[config.mk]
export PLATFORM = sky130hd
export DESIGN_NAME = clock_monitor_1mhz
export DESIGN_NICKNAME = d
export VERILOG_FILES = /design/src/rtl/clock_monitor_1mhz_pkg.sv /design/src/rtl/clock_monitor_1mhz_sync_edge_detect.sv /design/src/rtl/clock_monitor_1mhz.sv
export SDC_FILE = /design/constraint.sdc
export NUM_CORES = 1
export LEC_CHECK = 0
export BUFFER_PORTS_ARGS = -buffer_cell sky130_fd_sc_hd__buf_2
export CAP_MARGIN = 40
export CELL_PAD_IN_SITES_DETAIL_PLACEMENT = 0
export CELL_PAD_IN_SITES_GLOBAL_PLACEMENT = 1
export CORE_MARGIN = 1.5
export CORE_UTILIZATION = 45
export CTS_CLUSTER_DIAMETER = 100
export DETAILED_ROUTE_END_ITERATION = 10
export GPL_ROUTABILITY_DRIVEN = 0
export HOLD_SLACK_MARGIN = 0.05
export PLACE_DENSITY = 0.77
export SYNTH_ARGS = -nofsm -noshare
export SYNTH_HDL_FRONTEND = slang
export SYNTH_SLANG_ARGS = --single-unit
export TNS_END_PERCENT = 10
[constraint.sdc]
create_clock -name CLK_26MHZ_IN -period 2 [get_ports CLK_26MHZ_IN]
set_input_delay 0.2 -clock CLK_26MHZ_IN [delete_from_list [all_inputs] [get_ports CLK_26MHZ_IN]]
set_output_delay 0.2 -clock CLK_26MHZ_IN [all_outputs]
set_load 0.01 [all_outputs]
[src/rtl/clock_monitor_1mhz_pkg.sv]
// Shared clocking package: monitor state encodings and default limits.
// Reused by every divided-clock monitor in the clocking subsystem.
package clock_monitor_1mhz_pkg;

    typedef enum logic [1:0] {
        ST_IDLE    = 2'd0,
        ST_ACQUIRE = 2'd1,
        ST_LOCKED  = 2'd2,
        ST_FAULT   = 2'd3
    } mon_state_t;

    localparam int NOMINAL_DEF    = 26;
    localparam int TOL_DEF        = 1;
    localparam int LOCK_COUNT_DEF = 4;
    localparam int TIMEOUT_DEF    = 64;

    localparam int               CNT_W   = 8;
    localparam logic [CNT_W-1:0] CNT_MAX = '1;

    function automatic logic period_ok(
        input logic [CNT_W-1:0] p,
        input int               nom,
        input int               tol
    );
        return (int'(p) >= nom - tol) && (int'(p) <= nom + tol);
    endfunction

endpackage

[src/rtl/clock_monitor_1mhz_sync_edge_detect.sv]
// Two-flop synchronizer plus edge flop; emits a registered
// one-cycle strobe per rising edge of the asynchronous input.
module sync_edge_detect (
    input  logic CLK,
    input  logic RESET,
    input  logic ASYNC,
    output logic PULSE
);

    logic [2:0] sync_q;

    always_ff @(posedge CLK or negedge RESET) begin
        if (!RESET) begin
            sync_q <= '0;
            PULSE  <= 1'b0;
        end else begin
            sync_q <= {sync_q[1:0], ASYNC};
            PULSE  <= sync_q[1] & ~sync_q[2];
        end
    end

endmodule

[src/rtl/clock_monitor_1mhz.sv]
// Period / presence monitor for the 1 MHz divided clock,
// measured in CLK_26MHZ_IN cycles.
module clock_monitor_1mhz
    import clock_monitor_1mhz_pkg::*;
#(
    parameter int NOMINAL    = NOMINAL_DEF,
    parameter int TOL        = TOL_DEF,
    parameter int LOCK_COUNT = LOCK_COUNT_DEF,
    parameter int TIMEOUT    = TIMEOUT_DEF
) (
    input  logic             CLK_26MHZ_IN,
    input  logic             RESET,
    input  logic             CLK_1MHZ_IN,
    input  logic             CLEAR,
    output logic             EDGE_PULSE,
    output logic [CNT_W-1:0] PERIOD_OUT,
    output logic             LOCKED,
    output logic             FAULT,
    output logic [CNT_W-1:0] FAULT_COUNT
);

    mon_state_t       state_q;
    mon_state_t       state_nxt;
    logic [CNT_W-1:0] cnt_q;
    logic [CNT_W-1:0] good_cnt_q;
    logic             to_armed_q;
    logic             good_evt;
    logic             bad_evt;
    logic             to_evt;
    logic             lock_hit;
    logic             fault_evt;

    sync_edge_detect u_sync (
        .CLK   (CLK_26MHZ_IN),
        .RESET (RESET),
        .ASYNC (CLK_1MHZ_IN),
        .PULSE (EDGE_PULSE)
    );

    always_comb begin
        good_evt  = EDGE_PULSE && period_ok(cnt_q, NOMINAL, TOL);
        bad_evt   = EDGE_PULSE && !good_evt;
        to_evt    = !EDGE_PULSE && to_armed_q
                    && (cnt_q == CNT_W'(TIMEOUT));
        lock_hit  = good_evt
                    && (good_cnt_q + CNT_W'(1) == CNT_W'(LOCK_COUNT));
        fault_evt = (bad_evt || to_evt)
                    && (state_q == ST_LOCKED || state_q == ST_FAULT);
    end

    // Timeout re-arms only on an edge so a dead clock counts once.
    always_ff @(posedge CLK_26MHZ_IN or negedge RESET) begin
        if (!RESET) begin
            cnt_q      <= '0;
            PERIOD_OUT <= '0;
            to_armed_q <= 1'b1;
        end else if (EDGE_PULSE) begin
            cnt_q      <= CNT_W'(1);
            PERIOD_OUT <= cnt_q;
            to_armed_q <= 1'b1;
        end else begin
            if (cnt_q != CNT_MAX)
                cnt_q <= cnt_q + CNT_W'(1);
            if (to_evt)
                to_armed_q <= 1'b0;
        end
    end

    always_ff @(posedge CLK_26MHZ_IN or negedge RESET) begin
        if (!RESET)
            state_q <= ST_IDLE;
        else
            state_q <= state_nxt;
    end

    always_comb begin
        state_nxt = state_q;
        if (CLEAR) begin
            state_nxt = ST_IDLE;
        end else begin
            unique case (state_q)
                ST_IDLE:
                    if (EDGE_PULSE)
                        state_nxt = ST_ACQUIRE;
                ST_ACQUIRE:
                    if (lock_hit)
                        state_nxt = ST_LOCKED;
                    else if (to_evt)
                        state_nxt = ST_IDLE;
                ST_LOCKED:
                    if (bad_evt || to_evt)
                        state_nxt = ST_FAULT;
                ST_FAULT:
                    state_nxt = ST_FAULT;
                default:
                    state_nxt = ST_IDLE;
            endcase
        end
    end

    always_ff @(posedge CLK_26MHZ_IN or negedge RESET) begin
        if (!RESET) begin
            good_cnt_q  <= '0;
            FAULT_COUNT <= '0;
        end else begin
            if (CLEAR || state_q != ST_ACQUIRE)
                good_cnt_q <= '0;
            else if (good_evt)
                good_cnt_q <= good_cnt_q + CNT_W'(1);
            else if (bad_evt)
                good_cnt_q <= '0;

            if (CLEAR)
                FAULT_COUNT <= '0;
            else if (fault_evt && FAULT_COUNT != CNT_MAX)
                FAULT_COUNT <= FAULT_COUNT + CNT_W'(1);
        end
    end

    always_comb begin
        LOCKED = (state_q == ST_LOCKED);
        FAULT  = (state_q == ST_FAULT);
    end

endmodule
==> impl_metrics.py, run 1 <==
metrics = {
    "run_status": {
        "status": "finished clean",
    },
    "logic_synthesis": {
        "yosysSeqAreaShare_pct": 51.01,
        "yosysWarnings": 0,
        "ys_dominant_reg_cell": "dfrtp_1",
        "synth_largest_area_cell": "dfrtp_1",
        "yosys.cell_types.count": 40,
        "synth_fp_nets": 190,
        "syn_inst": 181,
        "synth_area_leaders": "dfrtp_1 (50%), mux2_2 (4.7%), nor2_1 (4.3%), ha_1 (3.3%), o21ai_0 (2.9%)",
        "synth_top_cell_area_share_pct": 49.64,
        "ys_async_sr_fraction_pct": 100.0,
        "syn_area_per_cell_um2": 10.58,
        "synth_area_um2": 1916,
        "synth_seq_cells": 39,
        "synth-edff-count": 0,
    },
    "cts": {
        "root_buffer": "clkbuf_8",
        "clk_path_buf_depth": 2,
        "numCtsBuffers": 5,
        "htree_levels": 2,
        "cts_num_sinks": 39,
        "cts_tree": "yes",
        "worstSkewPairLatency_ns": 0.29,
        "cts.clk_slew.worst_paths_ns": 0.08,
    },
    "worst_hold_path": {
        "hold_path_depth": 2,
        "hp-class": "in2reg",
    },
    "sta": {
        "worst_slack_ns": 0.1332,
        "tightestPinTransition_ns": 0.4081,
        "fmax_mhz": 535.7,
        "relSlewSlack_pct": 72.70,
        "rsz0062_at_grt": "no",
        "setup_viol": 0,
        "tns_ns": 0,
        "fin_crit_ns": 1.867,
        "maxSlewViolCount": 0,
        "final.period_utilization_pct": 93.34,
        "final-hold-violation-count": 0,
        "clock_skew_ns": 0.008731,
    },
    "worst_setup_path": {
        "cp_cell_sequence": "inv_1, ha_1, and4bb_2, a31oi_2, nor4b_1, xnor2_1, nor2_1",
        "cp.depth": 7,
        "worst_path_max_delay_cell": "dfrtp_1",
        "cp-start-kind": "flip-flop",
        "slowest_delay_ns": 0.45,
        "endpoint_kind": "flip-flop",
        "criticalPathCategory": "reg2reg",
        "cp.buffers_inverters": 1,
        "cpLargestDelayFamily": "simple AND/OR/NAND/NOR gates",
        "arrival_ns": 2.04,
        "crit_path_max_fanout": 6,
        "r2r_slack_ns": 0.13,
        "reg2regPathDepth": 7,
        "crit_required_ns": 2.18,
    },
    "finish": {
        "fin_nets": 224,
        "num_antenna_cells": 0,
        "area_growth_pct": 16.39,
        "drive_gt1_share_pct": 25.00,
        "finalInstanceArea_um2": 2230,
    },
    "die": {
        "die_y_um": 68.25,
        "die_w_um": 68.25,
        "rows": 23,
        "ioPinCount": 23,
        "initial_core_util_pct": 47.21,
        "dieArea_um2": 4657,
        "fp.coreArea_um2": 4058,
    },
    "grt": {
        "globalRouteMet3Util_pct": 4.770,
        "antenna_found_initial": 0,
        "met1_usage_pct": 23.15,
        "gr-total-overflow": 0,
        "grt_pass1_vias": 1434,
        "met2_usage_pct": 30.46,
        "busiest_layer": "met2",
        "grt_util_all_layers_pct": 18.50,
        "grt_max_degree": 20,
        "grt_pass1_wl_mm": 6.541,
    },
    "placement": {
        "dp_hpwl_mm": 2.711,
        "place_area_um2": 2115,
        "pre_cts_ws_ns": 0.01070,
        "portBuffers": 22,
    },
    "drt": {
        "drt-wirelength-per-cell_um": 14.36,
        "postRouteWirelength_mm": 3.821,
        "dr.first_iter.drc_count": 80,
        "drc": 0,
        "via_per_inst": 5.485,
        "via_count": 1459,
        "drtAntennaViolNets": 0,
        "drt_first_pass_iters": 4,
    },
    "pwr": {
        "vdd_ir_drop_max_uv": 578.3,
        "cellPowerDensity_nw_per_um2": 788.5,
        "leakage_uw": 0.001041,
    },
    "job": {
        "cap_violations": 0,
    },
}
[final timing paths]
| check | startpoint | end |
|---|---|---|
| max | cnt_q[0] | FAULT_COUNT[2] |
| min | CLEAR | FAULT_COUNT[7] |
| max reg2reg | cnt_q[0] | FAULT_COUNT[2] |
| min reg2reg | u_sync.sync_q[0] | u_sync.sync_q[1] |
| max in group asynchronous | RESET | to_armed_q |
| min in group asynchronous | RESET | good_cnt_q[6] |
[cell usage after synthesis (all sizes together), types with 2 or more instances]
cell,n
nand2b,4
nor2b,3
buf,2
a21o,3
ha,5
xor2,3
nand4,5
a21oi,5
clkbuf,3
mux2i,4
o21ai,11
dfrtp,38
xnor2,6
or3,2
nand3,10
and3,5
nand2,9
a31oi,2
mux2,8
o41ai,2
and2,3
nor2,22
nor4,4
nor3,4
inv,6
[flip-flops by register name (all words and copies together) (netlist names)]
register / cells
cnt_q: 8
u_sync.sync_q: 3
good_cnt_q: 8
to_armed_q: 1
state_q: 2
u_sync.PULSE: 1
FAULT_COUNT: 8
PERIOD_OUT: 8
[per-layer routing]
layer / share of wire (%) / wire [um]
met1: 45 / 1738
met5: 0 / 0
met3: 4.4 / 167
met4: 1.1 / 43
met2: 49 / 1872
[power by group]
group / switching, uW / total (uW) / internal, uW
sequential: 64.7 / 927 / 863
clock: 281 / 519 / 239
combinational: 163 / 311 / 149
[cells by family after synthesis]
logic type                 Yosys count  share of synthesized area [%]
buffers and inverters               11                          2.939
xor gates and xnor gates             9                          4.115
muxes                               12                          6.793
DFF                                 39                          51.01
AOI/OAI and AO/OA                   29                          9.667
and+or+nand+nor                     76                          22.21
adders and majority gates            5                          3.266
[cell type report]
class | instances | area, um^2
well taps | 50 | 62.56
flip-flops and latches | 39 | 977.2
inverters | 6 | 22.52
repair buffers | 32 | 190.2
clock inverters | 3 | 15.01
multi-input cells | 131 | 893.4
clock buffers | 5 | 68.82
fillers | 384 | 1828
[worst reg2reg max path, cell delays in order, from the launching register on]
cell and delay (ns):
dfrtp_1 0.45, inv_1 0.11, ha_1 0.16, and4bb_2 0.27, a31oi_2 0.19, nor4b_1 0.37
xnor2_1 0.17, nor2_1 0.06
[layout by cell type, fill, tap and decap left out, types with 2 or more instances in the layout]
cell type,instances
nor4_1,3
nand2_1,9
clkinv_2,3
o41ai_1,2
inv_1,6
nor2b_1,3
clkbuf_8,5
nor3_1,2
xnor2_1,6
xor2_1,3
and3_1,4
nand2b_1,4
nand3_1,10
nor3_2,2
ha_1,5
dlygate4sd3_1,2
or3_1,2
and2_1,3
buf_4,8
o21ai_0,11
dfrtp_1,38
mux2_2,8
buf_2,22
a21oi_1,5
a21o_1,3
nand4_1,5
mux2i_1,4
nor2_1,22
[stage by stage]
stage               power [uW]  hold slack, ns  cells  utilization [%]
detailed placement        1253         0.03811    256            52.11
global placement          1240         0.03610    256            52.11
finish                    1758          0.2254    266            54.95
global route              1849          0.2251    266            54.95
floorplan                 1111        -0.09559    181                -
CTS                       1778          0.2175    266            54.67
[timing repair]
action / 4_1_cts / 5_1_grt
setup endpoints to repair: 0 / 8
hold buffers: 2 / 0
buffers inserted: 0 / 0
hold endpoints to repair: 39 / 0
resized for setup: 0 / 2
(Power assumes the default switching activity.)
==> inputs of run 2 (changes only) <==
--- a/config.mk
+++ b/config.mk
@@ -10,12 +10,12 @@
 export CELL_PAD_IN_SITES_DETAIL_PLACEMENT = 0
 export CELL_PAD_IN_SITES_GLOBAL_PLACEMENT = 1
 export CORE_MARGIN = 1.5
-export CORE_UTILIZATION = 45
+export CORE_UTILIZATION = 40
 export CTS_CLUSTER_DIAMETER = 100
 export DETAILED_ROUTE_END_ITERATION = 10
 export GPL_ROUTABILITY_DRIVEN = 0
 export HOLD_SLACK_MARGIN = 0.05
-export PLACE_DENSITY = 0.77
+export PLACE_DENSITY = 0.7
 export SYNTH_ARGS = -nofsm -noshare
 export SYNTH_HDL_FRONTEND = slang
 export SYNTH_SLANG_ARGS = --single-unit
==> run 2 against run 1 <==
  * Via count fell by 1.2%
  * Worst hold slack got worse by 0.017 ns
  * Largest cell class unchanged
  * Final area rose by 1.5%
==> impl_metrics.py, run 2 (synthesized netlist as in run 1, its figures left out) <==
metrics = {
    "cts": {
        "root_buffer": "clkbuf_8",
        "htree_levels": 2,
        "worstSkewPairLatency_ns": 0.29,
        "cts.clk_slew.worst_paths_ns": 0.08,
        "cts_tree": "yes",
        "numCtsBuffers": 5,
        "cts_num_sinks": 39,
        "clk_path_buf_depth": 2,
    },
    "placement": {
        "dp_hpwl_mm": 2.732,
        "portBuffers": 22,
        "place_area_um2": 2130,
    },
    "drt": {
        "drtAntennaViolNets": 0,
        "postRouteWirelength_mm": 3.772,
        "via_count": 1442,
        "drt-wirelength-per-cell_um": 14.07,
        "drc": 0,
        "dr.first_iter.drc_count": 96,
        "via_per_inst": 5.381,
        "drt_first_pass_iters": 6,
    },
    "sta": {
        "final-hold-violation-count": 0,
        "fmax_mhz": 541.3,
        "fin_crit_ns": 1.847,
        "rsz0062_at_grt": "no",
        "tns_ns": 0,
        "maxSlewViolCount": 0,
        "setup_viol": 0,
        "clock_skew_ns": 0.006484,
        "final.period_utilization_pct": 92.37,
        "tightestPinTransition_ns": 0.4136,
        "relSlewSlack_pct": 72.33,
    },
    "finish": {
        "finalInstanceArea_um2": 2262,
        "area_growth_pct": 18.09,
        "final_cell_mix": "dfrtp_1 (38), nor2_1 (22), buf_2 (22)",
        "fillers": 426,
        "num_antenna_cells": 0,
        "drive_gt1_share_pct": 25.46,
        "final_common_cell": "dfrtp_1",
        "fin_util_pct": 50.56,
        "fin_nets": 224,
        "multiInputGateArea_um2": 905.9,
        "seq_area_um2": 977.2,
    },
    "die": {
        "fp.coreArea_um2": 4474,
        "initial_core_util_pct": 42.81,
        "die_w_um": 72.20,
        "die_y_um": 72.20,
        "dieArea_um2": 5213,
        "ioPinCount": 23,
        "rows": 24,
    },
    "worst_setup_path": {
        "r2r_end": "FAULT_COUNT[5]",
        "cp_cell_sequence": "inv_1, ha_1, nand2b_1, and3_4, nor4_4, nand3_1, a21oi_1",
        "endpoint_kind": "flip-flop",
        "crit_path_max_fanout": 9,
        "worst_path_max_delay_cell": "dfrtp_1",
        "arrival_ns": 2.06,
        "cp-start-kind": "flip-flop",
        "crit_required_ns": 2.21,
        "reg2regPathDepth": 7,
        "cpLargestDelayFamily": "simple AND/OR/NAND/NOR gates",
        "r2r_slack_ns": 0.15,
        "reg2reg_from": "cnt_q[1]",
        "cp.buffers_inverters": 1,
        "criticalPathCategory": "reg2reg",
        "slowest_delay_ns": 0.41,
    },
    "pwr": {
        "leakage_uw": 0.001039,
        "vdd_ir_drop_max_uv": 398.3,
        "cellPowerDensity_nw_per_um2": 781.1,
    },
    "grt": {
        "grt_pass1_vias": 1533,
        "grt_max_degree": 30,
        "gr-total-overflow": 0,
        "antenna_found_initial": 0,
        "grt_util_all_layers_pct": 17.16,
        "grt_pass1_wl_mm": 6.955,
    },
    "worst_hold_path": {
        "whs_endpoint": "FAULT_COUNT[7]",
        "worstHoldStart": "CLEAR",
        "hold_path_depth": 2,
        "hp-class": "in2reg",
    },
    "job": {
        "cap_violations": 0,
    },
    "run_status": {
        "status": "finished clean",
    },
}
[run 2: cell count changes in the layout (fill, tap and decap cells not counted), sizes merged]
cell      delta
clkinv       -2
clkinvlp     +2
[run 2: cell type report]
cell class,count,area share (%)
clock buffer,5,3.042
tap,52,2.876
sequential,39,43.20
multi-input combinational,131,40.04
inverter,6,0.9956
timing repair buffer,32,8.960
clock inverter,3,0.8850
[run 2: repair_timing]
item	in CTS	in global routing
hold endpoints to repair	11	0
hold buffers	2	0
buffers inserted	0	0
resized for setup	0	4
setup endpoints to repair	0	8
[run 2: layer usage]
| layer | GRT usage [%] | vias to the layer above | share of wire [%] |
|---|---|---|---|
| li1 | - | 711 | - |
| met1 | 20.68 | 698 | 45 |
| met2 | 29.53 | 31 | 51 |
| met3 | 3.889 | 2 | 3.8 |
| met4 | 7.338 | 0 | 0.66 |
| met5 | 0 | - | 0 |
[run 2: how the worst max path moves through the flow]
stage	slack, ns	cells past startpoint	startpoint	to
3_5_place_dp	0.03	7	cnt_q[0]	FAULT_COUNT[5]
2_1_floorplan	0.22	7	cnt_q[0]	FAULT_COUNT[1]
4_1_cts	0.02	7	cnt_q[0]	FAULT_COUNT[5]
3_3_place_gp	0.10	7	cnt_q[0]	FAULT_COUNT[1]
5_1_grt	0.008	7	cnt_q[1]	FAULT_COUNT[4]
6_report	0.15	7	cnt_q[1]	FAULT_COUNT[5]
[run 2: report_power, final]
group | internal (uW) | switching, uW
clock | 242 | 282
sequential | 862 | 61.9
combinational | 151 | 167
[run 2: worst reg2reg max path, stage by stage (launching register included)]
cell	delay [ns]
dfrtp_1	0.41
inv_1	0.09
ha_1	0.18
nand2b_1	0.18
and3_4	0.21
nor4_4	0.40
nand3_1	0.13
a21oi_1	0.17
[run 2: through the flow]
step | instances | worst slack, ns | total power (uW) | hold WS, ns
after floorplan | 181 | 0.2234 | 1111 | -0.09559
after global placement | 257 | 0.1033 | 1241 | 0.3107
after detailed placement | 258 | 0.03247 | 1255 | 0.1043
after CTS | 268 | 0.01531 | 1797 | 0.2094
after global routing | 268 | 0.008094 | 1877 | 0.2268
final | 268 | 0.1526 | 1767 | 0.2084
==> inputs of run 3 (changes only) <==
--- a/config.mk
+++ b/config.mk
@@ -15,7 +15,7 @@
 export DETAILED_ROUTE_END_ITERATION = 10
 export GPL_ROUTABILITY_DRIVEN = 0
 export HOLD_SLACK_MARGIN = 0.05
-export PLACE_DENSITY = 0.7
+export PLACE_DENSITY_LB_ADDON = 0.15
 export SYNTH_ARGS = -nofsm -noshare
 export SYNTH_HDL_FRONTEND = slang
 export SYNTH_SLANG_ARGS = --single-unit
==> run 3 against run 2 <==
  * Utilization down 0.17 points
  * Clock skew up 0.0023 ns
  * Power up 3.4%
  * Largest cell class unchanged
  * Clock power up 13%
  * Critical path depth unchanged
  * Critical endpoint is now FAULT_COUNT[7]
  * Sequential share of layout area up 0.14 points
  * Clock-buffer cell count up 2
  * Die area unchanged
==> impl_metrics.py, run 3 (synthesized netlist as in run 1, its figures left out) <==
metrics = {
    "pwr": {
        "switching_share_pct": 27.57,
        "leakage_uw": 0.001039,
        "p_int_uw": 1324,
        "pwr-share-seq_pct": 50.6,
        "p_clk_share_pct": 32.6,
        "cellPowerDensity_nw_per_um2": 810.7,
        "combPwrFrac_pct": 16.9,
        "p_switching_uw": 503.9,
        "vdd_ir_drop_max_uv": 594.2,
    },
    "sta": {
        "relSlewSlack_pct": 71.59,
        "rsz0062_at_grt": "yes",
        "hold_ws_ns": 0.2170,
        "final-hold-violation-count": 0,
        "fin_crit_ns": 1.845,
        "tightestPinTransition_ns": 0.4248,
        "final.period_utilization_pct": 92.25,
        "fmax_mhz": 542.0,
        "maxSlewViolCount": 0,
        "clock_skew_ns": 0.008758,
        "setup_viol": 0,
    },
    "die": {
        "initial_core_util_pct": 42.81,
        "rows": 24,
        "fp.coreArea_um2": 4474,
        "ioPinCount": 23,
        "die_y_um": 72.20,
        "dieArea_um2": 5213,
        "die_w_um": 72.20,
    },
    "finish": {
        "fillers": 425,
        "fin_nets": 223,
        "final_common_cell": "dfrtp_1",
        "area_growth_pct": 17.70,
        "seq_area_um2": 977.2,
        "drive_gt1_share_pct": 25.58,
        "layout.cells.non_filler": 267,
        "multiInputGateArea_um2": 903.4,
        "final_cell_mix": "dfrtp_1 (38), nor2_1 (22), buf_2 (22)",
        "num_antenna_cells": 0,
    },
    "drt": {
        "via_per_inst": 5.468,
        "postRouteWirelength_mm": 3.823,
        "drt_first_pass_iters": 4,
        "m1WireLength_mm": 1.777,
        "drtAntennaViolNets": 0,
        "top_layer": "met4",
        "dr_wl_met3_um": 140,
        "dr.first_iter.drc_count": 117,
        "drc": 0,
        "via_count": 1460,
        "dr_wl_met2_mm": 1.869,
        "drt-wirelength-per-cell_um": 14.32,
    },
    "worst_setup_path": {
        "criticalPathCategory": "reg2reg",
        "arrival_ns": 2.07,
        "cp-start-kind": "flip-flop",
        "crit_required_ns": 2.22,
        "crit_path_max_fanout": 6,
        "endpoint_kind": "flip-flop",
    },
    "grt": {
        "gr-total-overflow": 0,
        "grt_max_degree": 25,
        "grt_pass1_wl_mm": 6.948,
        "grt_util_all_layers_pct": 17.00,
        "grt_pass1_vias": 1463,
        "antenna_found_initial": 0,
    },
    "worst_hold_path": {
        "hp-class": "in2reg",
    },
    "cts": {
        "htree_levels": 2,
        "root_buffer": "clkbuf_8",
        "cts.clk_slew.worst_paths_ns": 0.08,
        "cts_setup_buffers": 0,
        "clk_path_buf_depth": 2,
        "cts_num_sinks": 39,
        "numCtsBuffers": 5,
        "worstSkewPairLatency_ns": 0.29,
        "cts_tree": "yes",
    },
    "placement": {
        "post-place-cells": 257,
        "dp_hpwl_mm": 2.720,
        "portBuffers": 22,
    },
    "run_status": {
        "status": "finished clean",
    },
    "job": {
        "cap_violations": 0,
    },
}
[run 3: per-layer routing]
metal / up-vias / track usage [%]
met5: - / 0
met4: 0 / 5.660
met3: 4 / 3.611
met2: 26 / 27.88
met1: 720 / 22.53
li1: 710 / -
[run 3: power groups by stage]
stage	registers (uW)	logic, uW	clock network, uW
after floorplan	954	156	0
after global placement	938	303	0
after detailed placement	941	310	0
after CTS	926	314	610
after global routing	939	356	644
final	924	308	595
[run 3: per-stage QoR]
step	setup TNS [ns]	utilization [%]	power, uW	cell area (um^2)	setup slack [ns]
2_1_floorplan	0	-	1111	1916	0.2234
3_3_place_gp	0	47.15	1241	2110	0.09553
3_5_place_dp	0	47.15	1250	2110	0.01476
4_1_cts	0	49.92	1850	2233	0.01814
5_1_grt	-0.01335	50.39	1939	2255	-0.01335
6_report	0	50.39	1828	2255	0.1550
[run 3: repair_timing]
item / in CTS / in global routing
endpoints found under the setup margin: 0 / 8
endpoints found under the hold margin: 16 / 0
hold buffers: 2 / 0
gates resized for setup: 0 / 4
[run 3: path summary, 6_finish.rpt]
kind / depth (start not counted) / end / slack, ns / startpoint
hold / removal: 2 / FAULT_COUNT[7] / 0.22 / CLEAR
hold reg to reg: 0 / u_sync.sync_q[1] / 0.36 / u_sync.sync_q[0]
min in group asynchronous: 2 / state_q[1] / 0.35 / RESET
max in group asynchronous: 3 / to_armed_q / 0.95 / RESET
setup / recovery: 7 / FAULT_COUNT[7] / 0.16 / cnt_q[0]
setup reg to reg: 7 / FAULT_COUNT[7] / 0.16 / cnt_q[0]
[run 3: final cells by class]
cell class | count | share of cell area [%]
multi-input cells | 131 | 40.07
well taps | 52 | 2.886
clock inverters | 1 | 0.3330
clock buffers | 7 | 4.273
repair buffers | 31 | 8.102
inverters | 6 | 0.9989
flip-flops and latches | 39 | 43.34
[run 3: critical path, cell delays in order, from the launching register on]
cell and delay [ns]:
dfrtp_1 0.44, inv_1 0.08, ha_1 0.21, and4bb_2 0.24, a31oi_2 0.41, nor4_4 0.09, a21o_1 0.20, a21oi_2 0.12
